File: config.mk
export PLATFORM = sky130hd
export DESIGN_NAME = convlayer1_ctrl
export DESIGN_NICKNAME = d
export VERILOG_FILES = /design/src/rtl/convlayer1_ctrl.sv
export SDC_FILE = /design/constraint.sdc
export NUM_CORES = 1
export LEC_CHECK = 0
export ABC_CLOCK_PERIOD_IN_PS = 5480
export CAP_MARGIN = 20
export CORE_ASPECT_RATIO = 1.25
export CORE_MARGIN = 10
export CORE_UTILIZATION = 48
export CTS_BUF_LIST = sky130_fd_sc_hd__clkbuf_4 sky130_fd_sc_hd__clkbuf_8 sky130_fd_sc_hd__clkbuf_16
export CTS_CLUSTER_SIZE = 25
export DETAILED_ROUTE_END_ITERATION = 8
export PLACE_DENSITY_LB_ADDON = 0.12
export SLEW_MARGIN = 20
export SYNTH_ARGS = -nofsm -noshare
export SYNTH_HDL_FRONTEND = slang
export SYNTH_SLANG_ARGS = --single-unit
File: constraint.sdc
create_clock -name clk -period 5.48 [get_ports clk]
set_clock_uncertainty 0.1 [all_clocks]
set_input_delay 1.096 -clock clk [delete_from_list [all_inputs] [get_ports clk]]
set_output_delay 1.096 -clock clk [all_outputs]
set_load 0.03 [all_outputs]
File: src/rtl/convlayer1_ctrl.sv
// Frame sequencer for convolution layer 1: clears the layer, streams one image from
// feature-map memory with aligned clock-enables, and collects pooled outputs into the result buffer.
module convlayer1_ctrl #(
    parameter int IF_SIZE  = 28,
    parameter int K_SIZE   = 5,
    parameter int P_SIZE   = 2,
    parameter int I_BW     = 16,
    parameter int CO       = 3,
    parameter int O_BW     = 16,
    parameter int FADDR_BW = 10,
    parameter int OADDR_BW = 8,
    parameter int DRAIN_TO = 64
) (
    input  logic                 clk,
    input  logic                 global_rst_n,
    input  logic                 i_start,
    input  logic                 i_pause,
    output logic                 o_busy,
    output logic                 o_done,
    output logic                 o_err,
    output logic                 o_mem_rd_en,
    output logic [FADDR_BW-1:0]  o_mem_addr,
    input  logic [I_BW-1:0]      i_mem_data,
    output logic                 o_layer_rst,
    output logic                 o_layer_ce,
    output logic [I_BW-1:0]      o_layer_fmap,
    input  logic                 i_valid_max,
    input  logic                 i_end_max,
    input  logic [CO*O_BW-1:0]   i_result,
    output logic                 o_wr_en,
    output logic [OADDR_BW-1:0]  o_wr_addr,
    output logic [CO*O_BW-1:0]   o_wr_data
);

    localparam int NPIX    = IF_SIZE * IF_SIZE;
    localparam int POOL_SD = (IF_SIZE - K_SIZE + 1) / P_SIZE;
    localparam int NPOOL   = POOL_SD * POOL_SD;
    localparam int OCNT_BW = OADDR_BW + 1;
    localparam int WD_BW   = $clog2(DRAIN_TO + 1);

    localparam logic [FADDR_BW-1:0] LAST_PIX  = FADDR_BW'(NPIX - 1);
    localparam logic [OCNT_BW-1:0]  NPOOL_C   = OCNT_BW'(NPOOL);
    localparam logic [OCNT_BW-1:0]  LAST_OUT  = OCNT_BW'(NPOOL - 1);
    localparam logic [WD_BW-1:0]    WD_LIMIT  = WD_BW'(DRAIN_TO - 1);
    localparam logic [WD_BW-1:0]    WD_ONE    = WD_BW'(1);

    typedef enum logic [2:0] {
        S_IDLE  = 3'd0,
        S_CLR   = 3'd1,
        S_FEED  = 3'd2,
        S_DRAIN = 3'd3,
        S_DONE  = 3'd4
    } state_t;

    state_t                 state_r, state_s;
    logic                   clr_cnt_r;
    logic [FADDR_BW-1:0]    pix_cnt_r;
    logic [OCNT_BW-1:0]     out_cnt_r;
    logic [WD_BW-1:0]       wd_r;
    logic                   final_r;
    logic                   rd_d1_r;
    logic                   ce_r;
    logic [I_BW-1:0]        fmap_r;
    logic                   layer_rst_r;
    logic                   busy_r;
    logic                   done_r;
    logic                   err_r;
    logic                   wr_en_r;
    logic [OADDR_BW-1:0]    wr_addr_r;
    logic [CO*O_BW-1:0]     wr_data_r;

    logic start_acc_s, rd_en_s, capture_s, in_range_s, last_s;
    logic write_s, hit_end_s, wd_exp_s, err_set_s;

    // Per-cycle decode of reads, captures, exit and error events
    always_comb begin
        start_acc_s = (state_r == S_IDLE) && i_start;
        rd_en_s     = (state_r == S_FEED) && !i_pause;
        capture_s   = i_valid_max && ((state_r == S_FEED) || (state_r == S_DRAIN));
        in_range_s  = (out_cnt_r < NPOOL_C);
        last_s      = (out_cnt_r == LAST_OUT);
        write_s     = capture_s && in_range_s;
        hit_end_s   = write_s && (last_s || i_end_max);
        wd_exp_s    = (state_r == S_DRAIN) && !i_valid_max && (wd_r == WD_LIMIT);
        // Overflow, missing end flag on the last output, early end flag, or a stalled drain
        err_set_s   = (capture_s && (!in_range_s || (last_s != i_end_max))) || wd_exp_s;
    end

    // Next-state logic
    always_comb begin
        state_s = state_r;
        case (state_r)
            S_IDLE:  if (i_start) state_s = S_CLR; else state_s = S_IDLE;
            S_CLR:   if (clr_cnt_r) state_s = S_FEED; else state_s = S_CLR;
            S_FEED:  if (rd_en_s && (pix_cnt_r == LAST_PIX)) state_s = S_DRAIN; else state_s = S_FEED;
            S_DRAIN: if (final_r || hit_end_s || wd_exp_s) state_s = S_DONE; else state_s = S_DRAIN;
            S_DONE:  state_s = S_IDLE;
            default: state_s = S_IDLE;
        endcase
    end

    // State, counters and status flags
    always_ff @(posedge clk or negedge global_rst_n) begin
        if (!global_rst_n) begin
            state_r     <= S_IDLE;
            clr_cnt_r   <= 1'b0;
            pix_cnt_r   <= '0;
            out_cnt_r   <= '0;
            wd_r        <= WD_ONE;
            final_r     <= 1'b0;
            err_r       <= 1'b0;
            layer_rst_r <= 1'b0;
            busy_r      <= 1'b0;
            done_r      <= 1'b0;
        end else begin
            state_r     <= state_s;
            clr_cnt_r   <= (state_r == S_CLR) ? ~clr_cnt_r : 1'b0;
            if (start_acc_s) begin
                pix_cnt_r <= '0;
                out_cnt_r <= '0;
                final_r   <= 1'b0;
                err_r     <= 1'b0;
            end else begin
                if (rd_en_s)   pix_cnt_r <= pix_cnt_r + FADDR_BW'(1);
                if (write_s)   out_cnt_r <= out_cnt_r + OCNT_BW'(1);
                if (hit_end_s) final_r   <= 1'b1;
                if (err_set_s) err_r     <= 1'b1;
            end
            // wd_r counts cycles since the last pooled output, the output cycle itself being 0
            if ((state_r != S_DRAIN) || i_valid_max) wd_r <= WD_ONE;
            else if (wd_r != WD_LIMIT)               wd_r <= wd_r + WD_ONE;
            layer_rst_r <= (state_s == S_CLR);
            busy_r      <= (state_s != S_IDLE);
            done_r      <= (state_s == S_DONE);
        end
    end

    // Read-to-ce pipeline and result-buffer write port
    always_ff @(posedge clk or negedge global_rst_n) begin
        if (!global_rst_n) begin
            rd_d1_r   <= 1'b0;
            ce_r      <= 1'b0;
            fmap_r    <= '0;
            wr_en_r   <= 1'b0;
            wr_addr_r <= '0;
            wr_data_r <= '0;
        end else begin
            rd_d1_r <= rd_en_s;
            ce_r    <= rd_d1_r;
            if (rd_d1_r) fmap_r <= i_mem_data;
            wr_en_r <= write_s;
            if (write_s) begin
                wr_addr_r <= out_cnt_r[OADDR_BW-1:0];
                wr_data_r <= i_result;
            end
        end
    end

    assign o_busy       = busy_r;
    assign o_done       = done_r;
    assign o_err        = err_r;
    assign o_mem_rd_en  = rd_en_s;
    assign o_mem_addr   = pix_cnt_r;
    assign o_layer_rst  = layer_rst_r;
    assign o_layer_ce   = ce_r;
    assign o_layer_fmap = fmap_r;
    assign o_wr_en      = wr_en_r;
    assign o_wr_addr    = wr_addr_r;
    assign o_wr_data    = wr_data_r;

endmodule
# Yosys cells after proc, flatten, opt, wreduce, memory -nomap -nowiden
# Cells that the tools add are included.
dict set report totals {
  register_bits 110
  in_bits 70
  out_inout_bits 89
  wordCells 74
}
dict set report classes {
  n_addsub 3
  n_lt_le_gt_ge 1
  n_eq_ne 11
  muxes 16
  bitwise 1
  n_reduce_logical 26
}
# op n
set ops {}
lappend ops {{two-way mux 10 bit} 2}
lappend ops {{two-way mux 9 bit} 2}
lappend ops {{two-way mux 7 bit} 2}
lappend ops {{case mux 3 bit (4 select lines)} 1}
lappend ops {{adder 10 x 1 -> 10 bit, second input constant} 1}
lappend ops {{== test 10 bit, second input constant} 1}
lappend ops {{nonzero test 2 bit} 5}
lappend ops {{adder 9 x 1 -> 9 bit, second input constant} 1}
lappend ops {{== test 9 x 8 -> 1 bit, second input constant} 1}
lappend ops {{logical AND 1 bit} 9}
lappend ops {{< comparator 9 x 8 -> 1 bit, second input constant} 1}
lappend ops {{adder 7 x 1 -> 7 bit, second input constant} 1}
lappend ops {{== test 7 x 6 -> 1 bit, second input constant} 1}
lappend ops {{logical OR 1 bit} 7}
lappend ops {{two-way mux 1 bit} 7}
lappend ops {{!= test 7 x 6 -> 1 bit, second input constant} 1}
lappend ops {{== test 3 x 1 -> 1 bit, second input constant} 2}
lappend ops {{== test 3 x 2 -> 1 bit, second input constant} 2}
lappend ops {{== test 3 bit, second input constant} 1}
lappend ops {{zero test 1 bit} 3}
lappend ops {{zero test 3 bit} 1}
lappend ops {{two-way mux 3 bit} 1}
lappend ops {{!= test 3 x 2 -> 1 bit, second input constant} 1}
lappend ops {{nonzero test 3 bit} 1}
lappend ops {{3 further kinds} 3}

# Longest topological paths before layout
dict set report logic_depth {
  word_depth 10
  depth_mapped 8
  mapped_depth_nobuf 8
}

# Worst setup path before layout
# OpenSTA, ideal clock, no wires.
dict set report synth_timing {
  path_kind {input -> output}
  from {in i_pause}
  to {out o_mem_rd_en}
  arrival_ps 1610
  t_required_ps 4284
  setup_slack_ps 2674
  path_stages 2
  path_buffers 0
  path_cell_list {or3_4 inv_6}
}
dict set report synth_via {
  elab_chain_cells 2
}
# item line
set synth_rtl {}
lappend synth_rtl {{from (decl)} 17} ;# input logic i_pause,
lappend synth_rtl {{zero test 1 bit} 78} ;# rd_en_s = (state_r == S_FEED) && !i_pause;
lappend synth_rtl {{logical AND 1 bit} 78}
lappend synth_rtl {{to (decl)} 21} ;# output logic o_mem_rd_en,
# Every way passes these cells.

# Final worst setup path
# Same ends and word-level chain as after synthesis.

==> impl_summary.log <==
[metrics] run status: complete, no violations
[metrics] type of element capturing the critical path: primary output
[metrics] library cell occupying the most area in the post-synthesis netlist: dfrtp_1
[metrics] initial detailed-routing violation count: 126
[metrics] Hold Crit Class: reg2reg
[metrics] cell type with the highest occurrence count on the critical path: clkdlybuf4s50_1
[metrics] count of maximum capacitance violations: 0
[metrics] synthesis-to-finish area growth: 45.1%
[metrics] highest-delay cell along the critical path: clkdlybuf4s50_1
[metrics] max_slew headroom: 39.6%
[metrics] clock transition time at the flip-flop clock pins of the worst setup and hold paths: 0.07 ns
[metrics] CTS sink cnt: 110
[metrics] final hold vios: 0
[metrics] Net Sw Frac: 39.8%
[metrics] endpoints failing setup: 0
[metrics] Initial Util: 49.1%
[metrics] Rows: 39
[metrics] Reg2Reg Launch Point: out_cnt_r[5]
[metrics] most instantiated cells after synthesis: nand2_1 (176), dfrtp_1 (109), nor2_1 (18)
[metrics] root cell of the clock tree: clkbuf_16
[metrics] total standard cell area after synthesis: 4480 sq um
[metrics] Comb pwr share: 46.2%
[metrics] Core Area: 9130 sq um
[metrics] post-route antenna net violation count: 0
[metrics] cell types occupying the most area after synthesis: dfrtp_1 (61%), nand2_1 (15%), mux2_2 (4.0%), xnor2_1 (1.6%), nor2_1 (1.5%)
[metrics] flip-flop and latch count after synthesis: 110
[metrics] initial antenna violation count: 0
[metrics] leakage: 3.03 nW
[metrics] delay of the slowest critical-path stage: 0.68 ns
[metrics] Syn Inst Count: 437
[metrics] hold_buf cts: 0
[metrics] Antenna Cells: 0
[metrics] library cells used by synthesis: 47
[metrics] start-to-end type of the worst setup path: in2out
[metrics] data required time of the worst path: 4.28 ns
[metrics] share of Yosys cell area claimed by the top area cell type: 60.9%
[metrics] DRC violation count after routing: 0
[metrics] first-pass iteration count of the detailed router: 4
[metrics] cell-by-cell trace of the critical path: clkdlybuf4s50_1 -> or3_4 -> inv_6 -> clkdlybuf4s50_1
[metrics] wire length of the first global-routing pass: 19600 um
[metrics] ratio of total power to cell area: 582 nW/um^2
[metrics] overflow left after global routing: 0
[metrics] via count of the first global-routing pass: 3796
[metrics] CTS buffer count: 9
[metrics] quantity of I/O buffers inserted on ports: 158
[metrics] element type at the critical path start: input pin
[metrics] all-layer global routing usage: 17.8%
[metrics] count of final max-slew check failures: 0
[metrics] Hold Path Origin: o_wr_data[30]
[metrics] die span in x: 106 um
[metrics] Clock power frac: 18.9%
[metrics] Util after Layout: 71.2%
[metrics] final net count: 665
[metrics] via count normalized by instance count: 5.03
[metrics] Worst EP arrival: 2.69 ns
[metrics] number of nets in the synthesized netlist: 511
[metrics] fraction of layout cells with a size suffix above 1: 7.55%
[metrics] floorplan die height: 128 um
[metrics] worst-case clock buffer depth: 2
[metrics] level count of the clock H-tree: 3
[metrics] proportion of synthesized flip-flops having asynchronous set or reset: 100%
[metrics] fill cell count: 699
[metrics] largest net degree at the start of global routing: 63
[metrics] slew at the pin with the worst max-slew slack: 0.898 ns
[metrics] TritonCTS clock tree: done
[metrics] mean routed wirelength per cell: 16.7 um
[metrics] I/O Pins: 159
[metrics] Placed Cells incl. Taps: 703
[metrics] part of the cycle the worst path needs: 71.0%
[metrics] non-filler instance count after layout: 719
[metrics] count of flip-flops with a built-in enable after synthesis: 0
[metrics] power after layout: 0.00378 W
[metrics] sequential element share of the synthesized area: 61.5%
[metrics] highest achievable clock rate: 257 MHz
[metrics] post-cts gate resize count: 0
[metrics] Layout Cell Area excl Fill: 6500 sq um
[metrics] Routed Wire Length: 12000 um
[metrics] most common cell in the synthesized netlist: nand2_1
[metrics] Psw: 0.00151 W
[metrics] DP HPWL: 8840 um
[metrics] Avg Synthesized Cell Area: 10.2 sq um
[metrics] flip-flop cell with the highest count after synthesis: dfrtp_1
[metrics] global placer's final weighted congestion: 0.818
[metrics] cell area after placement: 6160 sq um
[metrics] setup_tns: 0 ns
[metrics] crit path from: i_pause
[metrics] insertion delay to the later sink of the worst-skew pair: 0.34 ns
[metrics] DR vias: 3614
[metrics] maximum ir drop on the vdd rail: 0.000286 V
[metrics] warning count from the yosys run: 0
[metrics] post-CTS setup buffer count: 0
[metrics] biggest fanout along the worst timing path: 11
[metrics] Seq pwr share: 34.9%
[metrics] overall die area: 13600 sq um
[metrics] area of combinational cells with multiple inputs: 1620 sq um
[metrics] final critical delay including setup and external delays: 3.89 ns
[metrics] P_int: 0.00228 W
[metrics] setup repair after global routing missed its margin: no
[metrics] total area of sequential cells: 2750 sq um
==> state kept, by name, indices dropped and copies added, names as in the netlist <==
| name | count |
|---|---|
| clr_cnt_r | 1 |
| final_r | 1 |
| o_busy | 1 |
| o_done | 1 |
| o_err | 1 |
| o_layer_ce | 1 |
| o_layer_fmap | 16 |
| o_layer_rst | 1 |
| o_mem_addr | 10 |
| o_wr_addr | 8 |
| o_wr_data | 48 |
| o_wr_en | 1 |
| out_cnt_r | 9 |
| rd_d1_r | 1 |
| state_r | 3 |
| wd_r | 7 |
==> worst max-delay path: cells and delay by family <==
kind	cells	cell delay [ns]
buf+inv	3	1.20
simple gates	1	0.40
==> area by class of cell <==
type | count | share of cell area, %
Clock inverter | 3 | 1.00
Inverter | 4 | 0.308
Tap cell | 123 | 2.37
Multi-Input combinational cell | 304 | 25.0
Clock buffer | 13 | 4.22
Sequential cell | 110 | 42.4
Timing Repair Buffer | 162 | 24.8
==> through the flow <==
stage	hold slack, ns	setup WS, ns
finish	0.374	1.59
global route	0.394	1.55
CTS	0.378	1.58
detailed placement	0.361	1.58
global placement	0.357	1.59
floorplan	0.252	2.67
==> kinds of logic (layout without fill, tap and decap cells) <==
| group | after synthesis | in the layout | synth area share [%] |
|---|---|---|---|
| AOI/OAI and AO/OA | 30 | 30 | 4.61 |
| xor gates and xnor gates | 14 | 14 | 2.74 |
| adders and majority gates | 4 | 4 | 1.12 |
| buffers and inverters | 23 | 182 | 2.32 |
| DFF | 110 | 110 | 61.5 |
| muxes | 18 | 18 | 4.47 |
| and+or+nand+nor | 238 | 238 | 23.2 |
==> power groups by stage <==
stage               Clock, W  Sequential (W)  Combinational [W]
floorplan                  0         0.00182           0.000497
global placement           0         0.00131            0.00174
detailed placement         0         0.00133            0.00177
CTS                 0.000731         0.00132            0.00177
global route        0.000760         0.00137            0.00187
finish              0.000715         0.00132            0.00175
==> cell usage in the layout (no fill, tap or decap), types with 2 or more instances in the layout <==
cell type | netlist | final
and3_1 | 6 | 6
clkbuf_8 | 0 | 3
dfrtp_1 | 109 | 109
o311a_1 | 2 | 2
nor2_1 | 18 | 18
o21ai_0 | 6 | 6
mux2i_1 | 2 | 2
o31ai_1 | 3 | 3
clkbuf_16 | 0 | 9
nand3_1 | 6 | 6
bufinv_16 | 0 | 2
xnor2_1 | 8 | 8
xor2_1 | 6 | 6
and4_1 | 3 | 3
or3_1 | 4 | 4
o41ai_1 | 2 | 2
nor3_1 | 6 | 6
buf_4 | 0 | 5
and2_1 | 2 | 2
nor4_1 | 2 | 2
clkdlybuf4s50_1 | 0 | 157
o21a_1 | 2 | 2
a21oi_1 | 6 | 6
mux2_2 | 16 | 16
a31oi_1 | 3 | 3
nand4_1 | 3 | 3
nand2b_1 | 2 | 2
inv_1 | 3 | 2
nand2_1 | 176 | 175
ha_1 | 4 | 4
==> metal layers <==
| layer | track usage (%) | vias to the layer above | share of wire [%] |
|---|---|---|---|
| li1 | - | 1745 | - |
| met5 | 0 | - | 0 |
| met2 | 30.2 | 106 | 51 |
| met4 | 5.51 | 0 | 1.2 |
| met1 | 21.6 | 1753 | 42 |
| met3 | 4.58 | 10 | 5.9 |
==> worst paths after layout <==
path	depth (start not counted)	slack, ns	endpoint
max	4	1.59	o_mem_rd_en
min	2	0.37	o_wr_data[30]
max reg2reg	6	3.12	out_cnt_r[2]
min reg2reg	2	0.37	o_wr_data[30]
max in group asynchronous	2	3.42	o_layer_ce
min in group asynchronous	1	0.74	o_wr_data[2]
(Power assumes the default switching activity.)
